File: src/rtl/data_memory_arbiter.sv
// Purpose: shares one 2048x64 single-port data RAM between two requesters with round-robin grant, range/alignment check, byte steering and load extension.
// Latency: grant in cycle T -> rvalid at T+1 (illegal), T+2 (store), T+3 (load); one transaction outstanding at a time.
// Backpressure: requests are held until a one-cycle gnt; grants are only issued in IDLE, so other requests wait out the current transaction.
module data_memory_arbiter #(
    parameter logic [31:0] DATA_BEGIN = 32'h0001_0000,
    parameter logic [31:0] DATA_END   = 32'h0001_3FFF
) (
    input  logic        clk,
    input  logic        reset_n,

    input  logic        m0_req,
    input  logic        m0_we,
    input  logic [2:0]  m0_size,
    input  logic [31:0] m0_addr,
    input  logic [63:0] m0_wdata,
    output logic        m0_gnt,
    output logic        m0_rvalid,
    output logic [63:0] m0_rdata,
    output logic        m0_err,

    input  logic        m1_req,
    input  logic        m1_we,
    input  logic [2:0]  m1_size,
    input  logic [31:0] m1_addr,
    input  logic [63:0] m1_wdata,
    output logic        m1_gnt,
    output logic        m1_rvalid,
    output logic [63:0] m1_rdata,
    output logic        m1_err,

    output logic [10:0] ram_address,
    output logic [7:0]  ram_byteena,
    output logic [63:0] ram_data,
    output logic        ram_rden,
    output logic        ram_wren,
    input  logic [63:0] ram_q
);

    typedef enum logic [1:0] {
        S_IDLE    = 2'd0,
        S_ISSUE   = 2'd1,
        S_CAPTURE = 2'd2,
        S_RESPOND = 2'd3
    } state_t;

    // Latched operation; only the in-window address bits are kept since the
    // range check is resolved at grant time.
    typedef struct packed {
        logic        port;
        logic        we;
        logic [2:0]  size;
        logic [13:0] addr;
        logic [63:0] wdata;
        logic        legal;
    } op_t;

    state_t      state;
    state_t      state_nxt;
    logic        last_grant;
    op_t         op_q;

    logic        grant_vld;
    logic        grant_port;
    op_t         req_op;
    logic        resp_port;
    logic        resp_err;
    logic [63:0] resp_data;
    logic [63:0] shifted_q;
    logic [63:0] load_result;
    logic [7:0]  be_base;

    // Address must fall in the data window and be naturally aligned to the access size.
    function automatic logic addr_legal(input logic [31:0] a, input logic [2:0] s);
        logic aligned;
        case (s[1:0])
            2'b00:   aligned = 1'b1;
            2'b01:   aligned = ~a[0];
            2'b10:   aligned = (a[1:0] == 2'b00);
            default: aligned = (a[2:0] == 3'b000);
        endcase
        return (a >= DATA_BEGIN) && (a <= DATA_END) && aligned;
    endfunction

    // Round-robin pick among active requests; only while idle and out of reset.
    always_comb begin
        grant_vld  = 1'b0;
        grant_port = 1'b0;
        if (state == S_IDLE && reset_n) begin
            if (m0_req && m1_req) begin
                grant_vld  = 1'b1;
                grant_port = ~last_grant;
            end else if (m0_req) begin
                grant_vld  = 1'b1;
                grant_port = 1'b0;
            end else if (m1_req) begin
                grant_vld  = 1'b1;
                grant_port = 1'b1;
            end
        end
    end

    assign m0_gnt = grant_vld & ~grant_port;
    assign m1_gnt = grant_vld &  grant_port;

    // Mux the winning requester's fields into the form that gets latched.
    always_comb begin
        req_op = '0;
        if (grant_port) begin
            req_op.port  = 1'b1;
            req_op.we    = m1_we;
            req_op.size  = m1_size;
            req_op.addr  = m1_addr[13:0];
            req_op.wdata = m1_wdata;
            req_op.legal = addr_legal(m1_addr, m1_size);
        end else begin
            req_op.port  = 1'b0;
            req_op.we    = m0_we;
            req_op.size  = m0_size;
            req_op.addr  = m0_addr[13:0];
            req_op.wdata = m0_wdata;
            req_op.legal = addr_legal(m0_addr, m0_size);
        end
    end

    // Next-state logic plus RAM strobes, which are only ever driven in ISSUE.
    always_comb begin
        state_nxt   = state;
        ram_address = '0;
        ram_byteena = '0;
        ram_data    = '0;
        ram_rden    = 1'b0;
        ram_wren    = 1'b0;
        case (op_q.size[1:0])
            2'b00:   be_base = 8'h01;
            2'b01:   be_base = 8'h03;
            2'b10:   be_base = 8'h0F;
            default: be_base = 8'hFF;
        endcase
        case (state)
            S_IDLE: begin
                if (grant_vld) begin
                    state_nxt = req_op.legal ? S_ISSUE : S_RESPOND;
                end
            end
            S_ISSUE: begin
                ram_address = op_q.addr[13:3];
                ram_byteena = be_base << op_q.addr[2:0];
                ram_data    = op_q.wdata << {op_q.addr[2:0], 3'b000};
                ram_wren    = op_q.we;
                ram_rden    = ~op_q.we;
                state_nxt   = op_q.we ? S_RESPOND : S_CAPTURE;
            end
            S_CAPTURE: state_nxt = S_RESPOND;
            default:   state_nxt = S_IDLE;
        endcase
    end

    // Align the addressed lane down to bit 0 and sign/zero extend by size.
    always_comb begin
        shifted_q = ram_q >> {op_q.addr[2:0], 3'b000};
        case (op_q.size[1:0])
            2'b00:   load_result = op_q.size[2] ? {{56{shifted_q[7]}},  shifted_q[7:0]}  : {56'h0, shifted_q[7:0]};
            2'b01:   load_result = op_q.size[2] ? {{48{shifted_q[15]}}, shifted_q[15:0]} : {48'h0, shifted_q[15:0]};
            2'b10:   load_result = op_q.size[2] ? {{32{shifted_q[31]}}, shifted_q[31:0]} : {32'h0, shifted_q[31:0]};
            default: load_result = shifted_q;
        endcase
    end

    // Response source: an illegal request goes straight from IDLE, so use the unlatched op there.
    always_comb begin
        resp_port = (state == S_IDLE) ? grant_port    : op_q.port;
        resp_err  = (state == S_IDLE) ? ~req_op.legal : ~op_q.legal;
        resp_data = (state == S_CAPTURE) ? load_result : 64'h0;
    end

    // State register, grant history and latched operation.
    always_ff @(posedge clk or negedge reset_n) begin
        if (!reset_n) begin
            state      <= S_IDLE;
            last_grant <= 1'b1;
            op_q       <= '0;
        end else begin
            state <= state_nxt;
            if (grant_vld) begin
                last_grant <= grant_port;
                op_q       <= req_op;
            end
        end
    end

    // Registered response: asserted for exactly the RESPOND cycle, zero otherwise.
    always_ff @(posedge clk or negedge reset_n) begin
        if (!reset_n) begin
            m0_rvalid <= 1'b0;
            m0_rdata  <= '0;
            m0_err    <= 1'b0;
            m1_rvalid <= 1'b0;
            m1_rdata  <= '0;
            m1_err    <= 1'b0;
        end else begin
            m0_rvalid <= 1'b0;
            m0_rdata  <= '0;
            m0_err    <= 1'b0;
            m1_rvalid <= 1'b0;
            m1_rdata  <= '0;
            m1_err    <= 1'b0;
            if (state_nxt == S_RESPOND) begin
                if (resp_port) begin
                    m1_rvalid <= 1'b1;
                    m1_rdata  <= resp_data;
                    m1_err    <= resp_err;
                end else begin
                    m0_rvalid <= 1'b1;
                    m0_rdata  <= resp_data;
                    m0_err    <= resp_err;
                end
            end
        end
    end

endmodule

File: config.mk
export PLATFORM = sky130hd
export DESIGN_NAME = data_memory_arbiter
export DESIGN_NICKNAME = d
export VERILOG_FILES = /design/src/rtl/data_memory_arbiter.sv
export SDC_FILE = /design/constraint.sdc
export NUM_CORES = 1
export LEC_CHECK = 0
export ABC_AREA = 1
export ABC_CLOCK_PERIOD_IN_PS = 3000
export CAP_MARGIN = 15
export CORE_AREA = 2 2 191 193
export DETAILED_ROUTE_END_ITERATION = 8
export DIE_AREA = 0 0 193 195
export PLACE_DENSITY = 0.64
export REMOVE_ABC_BUFFERS = 1
export SETUP_SLACK_MARGIN = 0.4
export SLEW_MARGIN = 15
export SYNTH_ARGS = -nofsm -noshare
export SYNTH_HDL_FRONTEND = slang
export SYNTH_SLANG_ARGS = --single-unit
File: constraint.sdc
create_clock -name clk -period 3 [get_ports clk]
set_input_delay 0.6 -clock clk [delete_from_list [all_inputs] [get_ports clk]]
set_output_delay 0.6 -clock clk [all_outputs]
set_load 0.03 [all_outputs]
Yosys cells after proc, flatten, opt, wreduce, memory -nomap -nowiden
Index checks and enable logic that the tools add are counted.
{"block": "word_totals", "regBits": 219, "in_bits": 268, "word_cells": 94}
{"block": "classes", "magnitude_cmp": 4, "eq_ne": 9, "shift": 3, "mux": 41, "bitwise_logic": 9, "reduce_logical": 14}
{"cell": "two-way mux 64 bit", "count": 9}
{"cell": "case mux 64 bit (3 select lines)", "count": 1}
{"cell": "two-way mux 84 bit", "count": 1}
{"cell": "greater-or-equal comparator 32 x 17 -> 1 bit, second input constant", "count": 2}
{"cell": "less-or-equal comparator 32 x 17 -> 1 bit, second input constant", "count": 2}
{"cell": "<< shifter 64 x 6 -> 64 bit", "count": 1}
{"cell": "right shift 64 x 6 -> 64 bit", "count": 1}
{"cell": "case mux 8 bit (3 select lines)", "count": 1}
{"cell": "two-way mux 1 bit", "count": 22}
{"cell": "zero test 2 bit", "count": 6}
{"cell": "two-way mux 11 bit", "count": 1}
{"cell": "== test 2 bit, second input constant", "count": 5}
{"cell": "== test 2 x 1 -> 1 bit, second input constant", "count": 4}
{"cell": "two-way mux 8 bit", "count": 1}
{"cell": "<< shifter 8 x 3 -> 8 bit", "count": 1}
{"cell": "NOT 1 bit", "count": 7}
{"cell": "logical AND 1 bit", "count": 6}
{"cell": "zero test 3 bit", "count": 2}
{"cell": "case mux 1 bit (3 select lines)", "count": 2}
{"cell": "case mux 2 bit (3 select lines)", "count": 1}
{"cell": "two-way mux 2 bit", "count": 2}
{"cell": "AND 1 bit", "count": 2}

Logic depth before layout (Yosys ltp)
{"block": "depth", "depth_word": 12, "ltp_mapped": 15, "mapped_depth_nobuf": 13}

Least setup slack after synthesis
Ideal clock, no wire load.
{"block": "synth_path", "path_type": "register to output", "start": "reg state[1]", "end": "out ram_data[0]", "t_arrival_ns": 2.192, "slack_ns": 0.208, "path_stages_with_launch": 9, "cell_sequence": "dfrtp_1 -> inv_1 -> ha_1 -> inv_1 -> nor2_1 -> inv_1 -> nor2_1 -> inv_1 -> nor2_1"}
{"block": "synth_via", "elab_chain_cells": 2}
{"item": "start: declaration", "line": "57", "rtl": "state_t state;"}
{"item": "start signal: assignment", "line": "183", "rtl": "state <= state_nxt;"}
{"item": "== test 2 x 1 -> 1 bit", "line": "139", "rtl": "case (state)"}
{"item": "two-way mux 64 bit", "line": "139"}
{"item": "end: declaration", "line": "33", "rtl": "output logic [63:0] ram_data,"}
Every way passes these cells.

Final worst setup path
{"block": "layout_path", "start": "reg op_q[65] (netlist bit)", "end": "out ram_data[59]"}
{"block": "layout_via", "elab_chain_cells": 2}
{"item": "start: declaration", "line": "60", "rtl": "op_t op_q;"}
{"item": "start signal: assignment", "line": "186", "rtl": "op_q <= req_op;"}
{"item": "<< shifter 64 x 6 -> 64 bit", "line": "148", "rtl": "ram_data = op_q.wdata << {op_q.addr[2:0], 3'b000};"}
{"item": "two-way mux 64 bit", "line": "139"}
Every way passes these cells.

==> run metrics <==
Fin Clk Skew around 0.013 ns; pins over their slew limit 0; setup ws final between 0.15 and 0.2 ns; placed cell count about 2600; Synth top area share 0.433; drt via density around 5.4; Crit. End Element output port; pin count of the biggest net entering global routing approximately 140; max_slew headroom 0.315; port bufs 486; final worst-path cycle share 0.938; global route overflow 0; chip height between 150 and 200 µm; later-pin clock latency in the skew report 0.53 ns; post-synthesis cell count around 1700; peak supply drop 0.532 mV; Area Growth Syn to Fin 66.2%; per-cell routed wire length about 21 µm; syn avg cell area just over 7 µm²; starting density of the core 0.356; Crit Path Class reg2out; core area 0.0354 mm²; total wire length between 50000 and 60000 µm; Pleak about 9.1 nW; unrepaired setup endpoints after global routing yes; cell area power density ~1100 mW/mm²; sequential share of the synthesized area 0.435; Startpoint Class flip-flop; Final Net Count roughly 2500; all-layer global routing usage 0.277; die footprint approximately 0.038 mm²; layout cells sized above 1 0.183; drt first pass iters 5; maxcap violations 0; number of global-route vias before repair 14100; Chip Width 193 µm; Finished Layout Cells 2720; CTS root buf clkbuf_16; fmax approximately 360 MHz; Core Rows approximately 70; CTS Buf Count 25; 1st-iter DRT viols 1147; CTS tree yes; Power Total 22.5 mW; CTS H-tree lvls 1; total I/O pin count roughly 490; clock buffer depth 3; Netlist Area Pre-Place 0.0126 mm²; number of remaining DRC errors 0; HP Class in2async; fin crit period around 2.8 ns; status finished, final reports clean; ranking of synthesized cells by area dfrtp_1, nand2_1, nand3_1; Worst Max-Slew Pin Slew slightly above 1 ns; global placement routability congestion about 0.93; via count 14700; Final Hold Viols 0; clock sinks 219; initial antenna violation count 2; Post-Place Setup Slack 0.0318 ns; Worst-path clk slew about 0.060 ns; flops & latches, synth 219; setup violators final 0; leading area contributor after synthesis dfrtp_1; critical path fanouts, max 6; Final ANT Viol Nets 0; crit path DAT ~2.2 ns; Req. time, crit path between 2 and 2.5 ns; first-pass GRT wire length around 80000 µm; Netlist cell types 38; HPWL Detailed ~38000 µm; Yosys warning count 0
==> power by group <==
group	switching (mW)	internal, mW
combinational	9.21	5.65
clock	1.27	1.95
sequential	0.660	3.80
==> path summary, 6_finish.rpt <==
kind | start | end | slack, ns | depth (start not counted)
worst min register to register | last_grant | last_grant | 0.48 | 2
worst min-delay path | reset_n | m0_rdata[33] | 0.22 | 2
min in group clk | last_grant | last_grant | 0.48 | 2
max in group asynchronous | reset_n | op_q[66] | 1.89 | 2
worst max register to register | state[1] | m1_rdata[51] | 0.50 | 17
worst max-delay path | op_q[65] | ram_data[59] | 0.19 | 7
==> registers in the layout, summed over array words and instances (netlist names) <==
signal / count
last_grant: 1
m0_rvalid: 1
m1_rdata: 64
m1_err: 1
op_q: 84
m1_rvalid: 1
state: 2
m0_rdata: 64
m0_err: 1
==> timing repair <==
item / CTS / global route
pin swaps: 26 / 25
setup endpoints to repair: 87 / 208
hold buffers: 0 / 0
resized for setup: 238 / 121
cloned: 10 / 11
buffers inserted: 33 / 32
==> final cells by class <==
| cell class | instances | area [µm²] |
|---|---|---|
| repair buffers | 614 | 6760 |
| repair inverters | 3 | 31.3 |
| flip-flops and latches | 219 | 5490 |
| diodes | 2 | 5.00 |
| inverters | 68 | 315 |
| clock buffers | 34 | 689 |
| multi-input cells | 1309 | 6920 |
| clock inverters | 10 | 163 |
| well taps | 461 | 577 |
| fillers | 3197 | 14500 |
==> placed cells by master, fill, tap and decap left out, drive strengths merged <==
cell type	instances
or2	20
and2	1
nand2	558
nand4	66
clkbuf	42
mux2i	18
a22oi	13
a31oi	1
a21o	1
nand3	173
o31ai	1
dfstp	1
o21ai	133
o211ai	35
clkdlybuf4s15	1
inv	67
ha	4
o221ai	2
a221o	16
bufinv	4
o22ai	8
clkdlybuf4s50	398
diode	2
clkinv	7
dlygate4sd2	11
a21oi	42
o2111ai	1
dfrtp	218
nor3	3
nor2	213
buf	194
clkinvlp	3
bufbuf	2
==> through the flow <==
stage | utilization | TNS (ns) | cell area [µm²] | hold slack, ns
CTS | 0.565 | 0 | 20000 | 0.232
global route | 0.592 | 0 | 20900 | 0.270
finish | 0.592 | 0 | 20900 | 0.216
detailed placement | 0.506 | 0 | 17900 | 0.469
floorplan | - | -574.02 | 11800 | 0.304
global placement | 0.506 | 0 | 17900 | 0.473
==> critical path, cell delays in order, from the launching register on <==
cell and delay (ns):
dfrtp_4 0.52, buf_12 0.18, buf_6 0.13, buf_16 0.13, mux2i_2 0.15, a221o_1 0.32, o21ai_2 0.10, buf_12 0.15
==> per-layer routing <==
metal | wire length (µm) | GRT usage
met1 | 21400 | 0.347
met4 | 2020 | 0.0962
met2 | 27800 | 0.477
met3 | 5020 | 0.0496
met5 | 11 | 0
==> synthesized netlist by cell type <==
| cell type | number |
|---|---|
| ha_1 | 4 |
| a31oi_1 | 1 |
| clkbuf_1 | 69 |
| buf_4 | 7 |
| nor2_1 | 210 |
| buf_1 | 13 |
| a21oi_1 | 41 |
| nand2_8 | 1 |
| inv_1 | 63 |
| nand4_1 | 66 |
| and2_0 | 1 |
| nor3_1 | 3 |
| nor2_2 | 1 |
| buf_6 | 20 |
| o31ai_1 | 1 |
| o22ai_1 | 8 |
| o2111ai_1 | 1 |
| nand3_1 | 172 |
| a22oi_1 | 13 |
| a21oi_2 | 1 |
| inv_4 | 3 |
| nand3_2 | 1 |
| a21o_1 | 1 |
| nand2_2 | 3 |
| o221ai_1 | 2 |
| dfrtp_1 | 218 |
| a221o_1 | 16 |
| buf_2 | 37 |
| mux2i_1 | 18 |
| o211ai_1 | 35 |
| nor2_4 | 2 |
| o21ai_0 | 127 |
| inv_2 | 1 |
| nand2_1 | 552 |
| dfstp_2 | 1 |
| clkinv_1 | 1 |
| o21ai_1 | 6 |
| or2_2 | 20 |
==> cell families (layout without fill, tap and decap cells) <==
logic type	after synthesis	count (layout)	share of synthesized area
simple gates	1032	1034	0.346
other cells	0	2	0
fa+ha+maj	4	4	0.00397
mux	18	18	0.0143
buf+inv	214	729	0.0820
flops	219	219	0.435
compound gates	253	253	0.119
Power figures use the tool's default switching activity.
